File: src/rtl/ct_spsram_access_ctrl.sv
// Request-side controller for a single-port SRAM: turns a valid/ready read/write stream into
// active-low CEN/GWEN/WEN pin drive, buffers read data in a 2-entry response FIFO, and zero-fills after reset.
module ct_spsram_access_ctrl #(
    parameter int ADDR_WIDTH = 15,
    parameter int DATA_WIDTH = 128,
    parameter int INIT_EN    = 1
) (
    input  logic                    forever_cpuclk,
    input  logic                    cpurst_b,
    input  logic                    req_vld,
    output logic                    req_rdy,
    input  logic                    req_wr,
    input  logic [ADDR_WIDTH-1:0]   req_addr,
    input  logic [DATA_WIDTH-1:0]   req_wdata,
    input  logic [DATA_WIDTH/8-1:0] req_be,
    output logic                    rsp_vld,
    input  logic                    rsp_rdy,
    output logic [DATA_WIDTH-1:0]   rsp_rdata,
    output logic                    init_done,
    output logic [ADDR_WIDTH-1:0]   ram_a,
    output logic                    ram_cen,
    output logic                    ram_gwen,
    output logic [DATA_WIDTH-1:0]   ram_wen,
    output logic [DATA_WIDTH-1:0]   ram_d,
    input  logic [DATA_WIDTH-1:0]   ram_q,
    output logic [1:0]              o_dbg_state
);

    localparam int BE_W = DATA_WIDTH / 8;
    localparam logic [ADDR_WIDTH-1:0] CNT_LAST = '1;

    typedef enum logic [1:0] {
        ST_IDLE = 2'd0,
        ST_INIT = 2'd1,
        ST_RUN  = 2'd2
    } state_t;

    state_t                r_state;
    state_t                w_state_nxt;
    logic [ADDR_WIDTH-1:0] r_cnt;
    logic                  r_init_done;
    logic                  r_inflight;
    logic [ADDR_WIDTH-1:0] r_ram_a;
    logic [DATA_WIDTH-1:0] r_ram_d;
    logic [DATA_WIDTH-1:0] r_mem [2];
    logic                  r_wptr;
    logic                  r_rptr;
    logic [1:0]            r_count;

    logic                  w_run;
    logic                  w_init;
    logic                  w_credit_ok;
    logic                  w_acc;
    logic                  w_rd_acc;
    logic                  w_push;
    logic                  w_pop;
    logic [DATA_WIDTH-1:0] w_wen_wr;

    // State register.
    always_ff @(posedge forever_cpuclk or negedge cpurst_b) begin
        if (!cpurst_b) begin
            r_state <= ST_IDLE;
        end else begin
            r_state <= w_state_nxt;
        end
    end

    // Next-state logic.
    always_comb begin
        w_state_nxt = r_state;
        case (r_state)
            ST_IDLE: w_state_nxt = (INIT_EN != 0) ? ST_INIT : ST_RUN;
            ST_INIT: if (r_cnt == CNT_LAST) w_state_nxt = ST_RUN;
            ST_RUN:  w_state_nxt = ST_RUN;
            default: w_state_nxt = ST_IDLE;
        endcase
    end

    generate
        for (genvar k = 0; k < BE_W; k++) begin : g_wen
            assign w_wen_wr[8*k +: 8] = {8{~req_be[k]}};
        end
    endgenerate

    // Handshake: a request transfers on a cycle where req_vld & req_rdy, a response on rsp_vld & rsp_rdy.
    // A read needs a free slot counting the one still in flight, so SRAM data is never dropped.
    always_comb begin
        w_run       = (r_state == ST_RUN);
        w_init      = (r_state == ST_INIT);
        w_credit_ok = ({1'b0, r_count} + {2'b00, r_inflight}) < 3'd2;
        req_rdy     = w_run & (req_wr | w_credit_ok);
        w_acc       = req_vld & req_rdy;
        w_rd_acc    = w_acc & ~req_wr;
        ram_cen     = 1'b1;
        ram_gwen    = 1'b1;
        ram_wen     = '1;
        ram_a       = r_ram_a;
        ram_d       = r_ram_d;
        if (w_init) begin
            ram_cen  = 1'b0;
            ram_gwen = 1'b0;
            ram_wen  = '0;
            ram_a    = r_cnt;
            ram_d    = '0;
        end else if (w_acc) begin
            ram_cen = 1'b0;
            ram_a   = req_addr;
            if (req_wr) begin
                ram_gwen = 1'b0;
                ram_wen  = w_wen_wr;
                ram_d    = req_wdata;
            end
        end
    end

    always_ff @(posedge forever_cpuclk or negedge cpurst_b) begin
        if (!cpurst_b) begin
            r_cnt       <= '0;
            r_init_done <= 1'b0;
            r_inflight  <= 1'b0;
            r_ram_a     <= '0;
            r_ram_d     <= '0;
        end else begin
            if (w_init) r_cnt <= r_cnt + 1'b1;
            r_init_done <= (w_state_nxt == ST_RUN);
            r_inflight  <= w_rd_acc;
            // Address/data pins hold between operations.
            r_ram_a     <= ram_a;
            r_ram_d     <= ram_d;
        end
    end

    assign w_push = r_inflight;
    assign w_pop  = rsp_vld & rsp_rdy;

    always_ff @(posedge forever_cpuclk or negedge cpurst_b) begin
        if (!cpurst_b) begin
            for (int i = 0; i < 2; i++) r_mem[i] <= '0;
            r_wptr  <= 1'b0;
            r_rptr  <= 1'b0;
            r_count <= 2'd0;
        end else begin
            if (w_push) begin
                r_mem[r_wptr] <= ram_q;
                r_wptr        <= ~r_wptr;
            end
            if (w_pop) r_rptr <= ~r_rptr;
            case ({w_push, w_pop})
                2'b10:   r_count <= r_count + 2'd1;
                2'b01:   r_count <= r_count - 2'd1;
                default: r_count <= r_count;
            endcase
        end
    end

    assign rsp_vld     = (r_count != 2'd0);
    assign rsp_rdata   = r_mem[r_rptr];
    assign init_done   = r_init_done;
    assign o_dbg_state = r_state;

    a_no_overflow: assert property (@(posedge forever_cpuclk) disable iff (!cpurst_b)
        !(w_push && (r_count == 2'd2) && !w_pop));

endmodule

File: config.mk
export PLATFORM = sky130hd
export DESIGN_NAME = ct_spsram_access_ctrl
export DESIGN_NICKNAME = d
export VERILOG_FILES = /design/src/rtl/ct_spsram_access_ctrl.sv
export SDC_FILE = /design/constraint.sdc
export NUM_CORES = 1
export LEC_CHECK = 0
export BUFFER_PORTS_ARGS = -buffer_cell sky130_fd_sc_hd__buf_2
export CAP_MARGIN = 5
export CORE_AREA = 2 2 271 273
export DETAILED_ROUTE_END_ITERATION = 8
export DIE_AREA = 0 0 273 275
export PLACE_DENSITY_LB_ADDON = 0.08
export SLEW_MARGIN = 10
export SYNTH_ARGS = -nofsm -noshare
export SYNTH_HDL_FRONTEND = slang
export SYNTH_SLANG_ARGS = --single-unit
export TNS_END_PERCENT = 50
File: constraint.sdc
create_clock -name forever_cpuclk -period 2.2 [get_ports forever_cpuclk]
set_input_delay 0.33 -clock forever_cpuclk [delete_from_list [all_inputs] [get_ports forever_cpuclk]]
set_output_delay 0.33 -clock forever_cpuclk [all_outputs]
set_load 0.01 [all_outputs]
; Word-level counts from Yosys, hierarchy flattened
; Index checks and enable logic that the tools add are counted.
[totals]
ff_bits = 422
word_cells = 77
[op_classes]
addsub = 4
order_cmp = 4
n_eq_ne = 6
n_mux = 22
n_bitwise = 26
reduce_logical = 4
[op_table]
columns = op, n
row1 = 128-bit two-way mux, 10
row2 = 256-bit bitwise mux, 1
row3 = 128-bit demux with 1-bit select, 1
row4 = 15-bit two-way mux, 2
row5 = 1-bit NOT, 19
row6 = "15-bit by 1-bit adder with 15-bit output, second input constant", 1
row7 = "15-bit == test, second input constant", 1
row8 = "2-bit == test, second input constant", 3
row9 = 2-bit one-hot mux with 3 select lines, 1
row10 = 1-bit two-way mux, 5
row11 = 1-bit AND, 4
row12 = "2-bit by 1-bit == test with 1-bit output, second input constant", 2
row13 = "2-bit >= comparator, second input constant", 2
row14 = 1-bit NOT with 2-bit output, 2
row15 = 2-bit one-hot mux with 2 select lines, 1
row16 = 2-bit nonzero test, 2
row17 = 2-bit by 1-bit adder with 3-bit output, 1
row18 = "3-bit by 2-bit less-than comparator with 1-bit output, second input constant", 1
row19 = "2-bit by 1-bit adder with 2-bit output, second input constant", 1
row20 = 2-bit logical NOT, 1
row21 = "2-bit by 1-bit less-than comparator with 1-bit output, second input constant", 1
row22 = 2-bit two-way mux, 1
row23 = "2-bit by 1-bit subtractor with 2-bit output, second input constant", 1
row24 = 1-bit logical AND, 1
row25 = 1-bit OR, 1

; Longest topological paths before layout
; Gate-level depths: netlist of run 1.
[logic_depth]
ltp_word = 7
depth_mapped = 7

; Worst setup path before layout of run 1
; No wires, ideal clock.
[synth_timing]
path_type = register to output
from = register r_state[1], in the netlist o_dbg_state[1]
to = output port ram_wen[100]
t_arrival_ns = 1.951
t_required_ns = 1.870
path_slack_ns = -0.081
stages_incl_launch_ff = 8
cell_sequence = dfrtp_1 -> and3b_1 -> and2_1 -> buf_2 -> buf_4 -> buf_2 -> a21oi_1 -> buf_4
[synth_between]
elab_chain_cells = 5
word_cells_on_any_way = 6
[synth_lines]
columns = item, line
row1 = start: declaration, 38  ; state_t r_state;
row2 = start signal: assignment, 64  ; r_state <= w_state_nxt;
row3 = 2-bit == test, 88  ; w_run = (r_state == ST_RUN);
row4 = 1-bit AND, 91  ; req_rdy = w_run & (req_wr | w_credit_ok);
row5 = 1-bit AND, 92  ; w_acc = req_vld & req_rdy;
row6 = 128-bit two-way mux, 105  ; end else if (w_acc) begin
row7 = 128-bit two-way mux (*), 99  ; if (w_init) begin
row8 = end: declaration, 23  ; output logic [DATA_WIDTH-1:0] ram_wen,
; Mark *: on every way between the ends. The rest lies on a longest branch, timed or not.

; Final worst setup path of run 1
[layout_timing]
from = register r_state[0], in the netlist o_dbg_state[0]
to = output port ram_d[25]
[layout_between]
elab_chain_cells = 5
word_cells_on_any_way = 6
[layout_lines]
columns = item, line
row1 = 2-bit == test, 88
row2 = 1-bit AND, 91
row3 = 1-bit AND, 92
row4 = 128-bit two-way mux, 105
row5 = 128-bit two-way mux (*), 99
row6 = end: declaration, 24  ; output logic [DATA_WIDTH-1:0] ram_d,
; Marked as above.

==> metrics, run 1 <==
status=finished with violations; violated checks=negative setup slack; IO Pins=698; Syn Std Cell Area=18700 um2; height of the die=275 um; WL final=76.9 mm; final-stage net count=2710; Final period util=118%; effective utilization at floorplan=25.9%; DRC viols=0; Mapped Cells=1530; CP bufs+invs=3; CTS sink count=422; Mean Syn Cell Area=12.2 um2; Least-Margin Pin Slew=0.605 ns; largest net degree at the start of global routing=72; placed cell count=3059; Tot Pwr=20.9 mW; fmax=385 MHz; reg2reg end=r_cnt[12]; layout cells sized above 1=59.1%; Final GP Congestion=0.890; number of routed nets with antenna violations=0; CP max stage delay=0.38 ns; Crit Path Max Fanout=10; Avg WL per Cell=22.4 um; Finish-stage setup viols=394; WHS Endpoint=r_ram_d[70]; vias in the first global route=16300; Worst EP required=1.87 ns; Top delay family on crit path=simple AND/OR/NAND/NOR gates; Cell Rows=99; DPL Wire Length=55.6 mm; Seq/Total Area, Yosys=56.4%; Setup WS pre-CTS=-0.0820 ns; Critical Path Start Type=flop; root buffer cell=clkbuf_16; global-route wire length before repair=109 mm; fin util=40.1%; area post-placement=23200 um2; fin crit period=2.59 ns; fill count=7127; CP max-delay cell=dfrtp_1; Non-Filler Instances=3432; final instance area=29000 um2; Avg Vias per Cell=4.48; initial antenna violation count=32; post-synth cell types=30; overall die width=273 um; Port Buffers=697; P per Cell Area=720 nW/um2; Clock Latency Late Sink=0.59 ns; Max Cap Viol=0; starting DRC count in detailed routing=584; HP Start=req_wdata[70]; most frequent cells in the layout=635 x buf_2, 421 x dfrtp_1, 385 x mux2_2, 231 x nand2_1, 216 x dlygate4sd3_1; LEAKAGE=14.0 nW; Hold Crit Depth=3; clock buffer depth=3; clock-pin slew on the worst setup and hold paths=0.06 ns; GRT Total Usage=19.4%; CP Cell Sequence=and3b_2 > and2_4 > buf_16 > buf_12 > nand2_2 > a21oi_2 > buf_4; CP arrival=2.26 ns; Critical R2R Launch=o_dbg_state[0]; Reg2Reg Setup Slack=0.13 ns; Critical Path End Type=output pin; CTS tree=done; Core Region=72300 um2; RSZ-0062 raised after global routing=true; Max VDD drop=0.512 mV; die footprint=75100 um2; worst hold path type=in2reg; critical path type=reg2out; fin worst setup slack=-0.395 ns; R2R depth=7; multi-input logic area=7680 um2; DR vias=15400; 1st-pass router iterations=5; final slew viol count=0; CTS Buf Count=51; yosys warns=0; CTS H-tree depth=2; syn_nets=1824; headroom to the max-slew limit=59.7%; Hold Fails Final Rpt=0; P&R area growth vs syn=54.9%; clk_skew=0.0197 ns; synthesized flop and latch total=422; commonest non-fill, non-tap cell in the layout=buf_2; Register Area=10600 um2; global route overflow=0
## cell type report
class | count | area share (%)
Sequential cell | 422 | 36.4
Timing Repair Buffer | 1040 | 26.8
Multi-Input combinational cell | 899 | 26.5
Clock buffer | 75 | 5.27
Tap cell | 959 | 4.14
Clock inverter | 19 | 0.755
Antenna cell | 16 | 0.138
Inverter | 2 | 0.0259
## flip-flops by register name, summed over array words and instances (netlist names)
register / count
init_done: 1
o_dbg_state: 2
r_cnt: 15
r_count: 2
r_inflight: 1
r_mem: 256
r_ram_a: 15
r_ram_d: 128
r_rptr: 1
r_wptr: 1
## worst min-delay path: stages
cell and delay, ns:
buf_2 0.10, nand2_2 0.06, a21oi_2 0.06
## repair_timing
action                                  4_1_cts  5_1_grt
hold endpoints to repair                    386        0
cloned                                       10        7
endpoints found under the setup margin      394      396
setup buffers                                19       12
gates resized for setup                     226       83
pin swaps                                    18       20
hold buffers                                216        0
## cells by family after synthesis
group	after synthesis	share of synthesized area [%]
flops	422	56.4
mux	400	24.0
simple gates	313	6.79
buf+inv	210	6.97
compound gates	164	4.83
xor+xnor	19	0.889
fa+ha+maj	2	0.134
## worst max path at each step
stage | start | end | cells past startpoint
floorplan | o_dbg_state[1] | ram_wen[100] | 7
global placement | req_vld | ram_d[95] | 8
detailed placement | req_vld | ram_d[9] | 8
CTS | o_dbg_state[0] | ram_d[24] | 7
global route | o_dbg_state[0] | ram_d[24] | 7
finish | o_dbg_state[0] | ram_d[25] | 7
## power breakdown
group,leakage [nW],switching (mW),internal (mW),total (mW)
Clock,0.865,3.45,5.28,8.73
Sequential,5.56,0.138,7.92,8.06
Combinational,7.61,1.99,2.09,4.08
Total,14.0,5.58,15.3,20.9
## routing by layer
layer	routed length [um]	part of all wire, %	global-route usage [%]	vias to the layer above
met3	4110	5.4	3.97	147
met2	41800	54	37.3	545
met4	2620	3.4	7.08	2
met1	28300	37	21.0	7754
met5	12	0.016	0	-
li1	-	-	-	6918
## Yosys cell counts
| cell | n | share of area, % |
|---|---|---|
| a31oi_2 | 1 | 0.067 |
| inv_1 | 2 | 0.040 |
| nand2b_1 | 1 | 0.033 |
| ha_1 | 2 | 0.13 |
| nand4_1 | 5 | 0.17 |
| o21ai_0 | 2 | 0.053 |
| buf_1 | 5 | 0.10 |
| or2_1 | 1 | 0.033 |
| nand4b_1 | 1 | 0.047 |
| nand2_1 | 266 | 5.3 |
| dfrtp_1 | 422 | 56 |
| mux2_2 | 385 | 23 |
| or2_2 | 2 | 0.067 |
| buf_6 | 2 | 0.12 |
| buf_4 | 117 | 4.7 |
| and2_1 | 3 | 0.10 |
| nor2_1 | 7 | 0.14 |
| clkbuf_1 | 34 | 0.68 |
| nor4_1 | 1 | 0.033 |
| buf_2 | 50 | 1.3 |
| a31oi_1 | 1 | 0.033 |
| mux2i_1 | 15 | 0.80 |
| xor2_1 | 9 | 0.42 |
| nand3_1 | 2 | 0.053 |
| xnor2_1 | 10 | 0.47 |
| nor2b_1 | 18 | 0.60 |
| nor3_1 | 5 | 0.13 |
| and3b_1 | 1 | 0.047 |
| a221o_1 | 15 | 0.80 |
| a21oi_1 | 145 | 3.9 |
## metrics by stage
stage / hold slack, ns / setup TNS (ns)
4_1_cts: 0.000881 / -123.75
6_report: 0.0192 / -92.27
3_5_place_dp: 0.365 / -0.317
5_1_grt: 0.00269 / -133.57
3_3_place_gp: 0.356 / -0.391
2_1_floorplan: 0.0344 / -8.63
Note: power is estimated with default switching activity, not from simulation.
==> inputs of run 2 (changes only) <==
- PLACE_DENSITY_LB_ADDON: 0.08 -> 0.2
==> metrics, run 2 (synthesized netlist as in run 1, its figures left out) <==
LEAKAGE=14.2 nW (+1.2%); worst hold path type=in2reg; Max Cap Viol=0 (unchanged); Critical Path End Type=output pin; area post-placement=23100 um2 (-0.21%); fill count=6969 (-2.2%); Finish-stage setup viols=386 (-2.0%); Cell Rows=99 (unchanged); Worst EP required=1.87 ns (about the same); Port Buffers=697 (unchanged); Reg with most FFs=r_mem; CP arrival=2.33 ns (+0.07 ns); DRC viols=0 (unchanged); RSZ-0062 raised after global routing=true; Crit Path Max Fanout=18 (+8); effective utilization at floorplan=25.9% (unchanged); final slew viol count=0 (unchanged); Avg WL per Cell=21.9 um (-2.3%); starting DRC count in detailed routing=541 (-7.4%); Register Area=10600 um2 (unchanged); Core Region=72300 um2 (unchanged); fmax=376 MHz (-2.5%); commonest non-fill, non-tap cell in the layout=buf_2; vias in the first global route=15800 (-3.3%); final instance area=29200 um2 (+0.80%); Top Registers=r_mem (256), r_ram_d (128); Hold Fails Final Rpt=0 (unchanged); Avg Vias per Cell=4.51 (+0.76%); clk_skew=0.0162 ns (-0.00349 ns); global-route wire length before repair=102 mm (-5.6%); CTS sink count=422 (unchanged); global route overflow=0 (unchanged); layout cells sized above 1=62.0% (+2.8 points); headroom to the max-slew limit=51.7% (-8.0 points); clock buffer depth=3 (unchanged); status=finished with violations; WL final=74.9 mm (-2.6%); violated checks=negative setup slack; Tot Pwr=19.8 mW (-5.4%); max reg flops=256 (unchanged); Least-Margin Pin Slew=0.725 ns (+0.120 ns); fin crit period=2.66 ns (+0.0666 ns); Non-Filler Instances=3420 (-0.35%); Final GP Congestion=0.863 (-3.0%); P&R area growth vs syn=56.1%; GRT Total Usage=18.3% (-1.2 points); number of routed nets with antenna violations=0 (unchanged); critical path type=reg2out; overall die width=273 um (unchanged); Final period util=121% (+3.0 points); DPL Wire Length=53.4 mm (-4.0%); height of the die=275 um (unchanged); IO Pins=698 (unchanged); Clock Latency Late Sink=0.58 ns (about the same); CTS Buf Count=49 (-3.9%); 1st-pass router iterations=7 (+2); Critical Path Start Type=flop; initial antenna violation count=19 (-41%); clock-pin slew on the worst setup and hold paths=0.06 ns (about the same); placed cell count=3071 (+0.39%); multi-input logic area=8150 um2 (+6.2%); root buffer cell=clkbuf_16; most frequent cells in the layout=636 x buf_2, 421 x dfrtp_1, 385 x mux2_2, 203 x nand2_1, 192 x dlygate4sd3_1; fin worst setup slack=-0.461 ns (-0.0666 ns); die footprint=75100 um2 (unchanged); final-stage net count=2711 (+0.037%); CTS H-tree depth=2 (unchanged); largest net degree at the start of global routing=70 (-2.8%); DR vias=15400 (+0.40%); Max VDD drop=0.497 mV (-2.9%); P per Cell Area=676 nW/um2 (-6.1%); CTS tree=done
run 2: cell count changes in the layout (fill, tap and decap cells not counted), moves of 5 or more:
cell,change
buf_6,+20
nand2_4,+29
clkbuf_8,-6
a21oi_4,+22
a21oi_1,-24
clkbuf_16,+5
nand2_1,-28
buf_8,+5
dlygate4sd3_1,-24
run 2: worst max-delay path, cell delays in order (launching register included):
cell and delay, ns:
dfrtp_1 0.38, and3b_1 0.25, and2_4 0.27, buf_4 0.17, clkbuf_16 0.18, nand2_2 0.17
a21oi_4 0.19, buf_2 0.15
run 2: cell type report:
| cell class | count | share of cell area (%) |
|---|---|---|
| tap | 959 | 4.11 |
| clock buffer | 69 | 4.73 |
| timing repair buffer | 1041 | 26.6 |
| inverter | 2 | 0.0257 |
| antenna | 13 | 0.111 |
| multi-input combinational | 901 | 27.9 |
| clock inverter | 13 | 0.424 |
| sequential | 422 | 36.1 |
run 2: report_power, final:
part / total [mW] / switching, mW / internal [mW]
logic: 3.97 / 1.97 / 2.01
registers: 8.05 / 0.124 / 7.92
clock network: 7.73 / 3.26 / 4.47
total: 19.8 / 5.35 / 14.4
run 2: metrics by stage:
| step | hold WS [ns] | utilization [%] | worst slack (ns) | setup TNS [ns] |
|---|---|---|---|---|
| final | 0.0254 | 40.4 | -0.461 | -108.27 |
| after global routing | 0.00119 | 40.4 | -0.558 | -144.83 |
| after CTS | 0.000614 | 37.7 | -0.462 | -110.82 |
| after detailed placement | 0.382 | 32.0 | -0.0698 | -0.433 |
| after global placement | 0.367 | 32.0 | -0.0798 | -0.571 |
| after floorplan | 0.0344 | - | -0.0815 | -8.63 |
run 2: final timing paths:
| check | end | depth (start not counted) | startpoint | slack [ns] |
|---|---|---|---|---|
| setup reg to reg | r_cnt[12] | 7 | o_dbg_state[0] | 0.30 |
| min in group asynchronous | r_mem[109] | 2 | cpurst_b | 0.34 |
| hold / removal | r_ram_d[18] | 3 | req_wdata[18] | 0.03 |
| hold reg to reg | r_count[1] | 1 | r_count[1] | 0.49 |
| max in group asynchronous | r_ram_d[87] | 3 | cpurst_b | 1.04 |
| setup / recovery | ram_d[53] | 7 | o_dbg_state[0] | -0.46 |
run 2: timing repair:
| action | in CTS | in global routing |
|---|---|---|
| endpoints found under the hold margin | 370 | 0 |
| gates resized for setup | 133 | 293 |
| gates cloned | 7 | 16 |
| setup endpoints to repair | 396 | 396 |
| pin swaps | 8 | 75 |
| buffers inserted | 9 | 35 |
| hold buffers | 192 | 0 |
run 2: layer usage:
layer	track usage, %	up-vias	share of wire, %	wire [um]
li1	-	6910	-	-
met2	32.1	564	51	38300
met5	0	-	0.048	36
met3	4.56	139	6.6	4920
met1	20.5	7809	37	27700
met4	9.56	6	5.2	3860
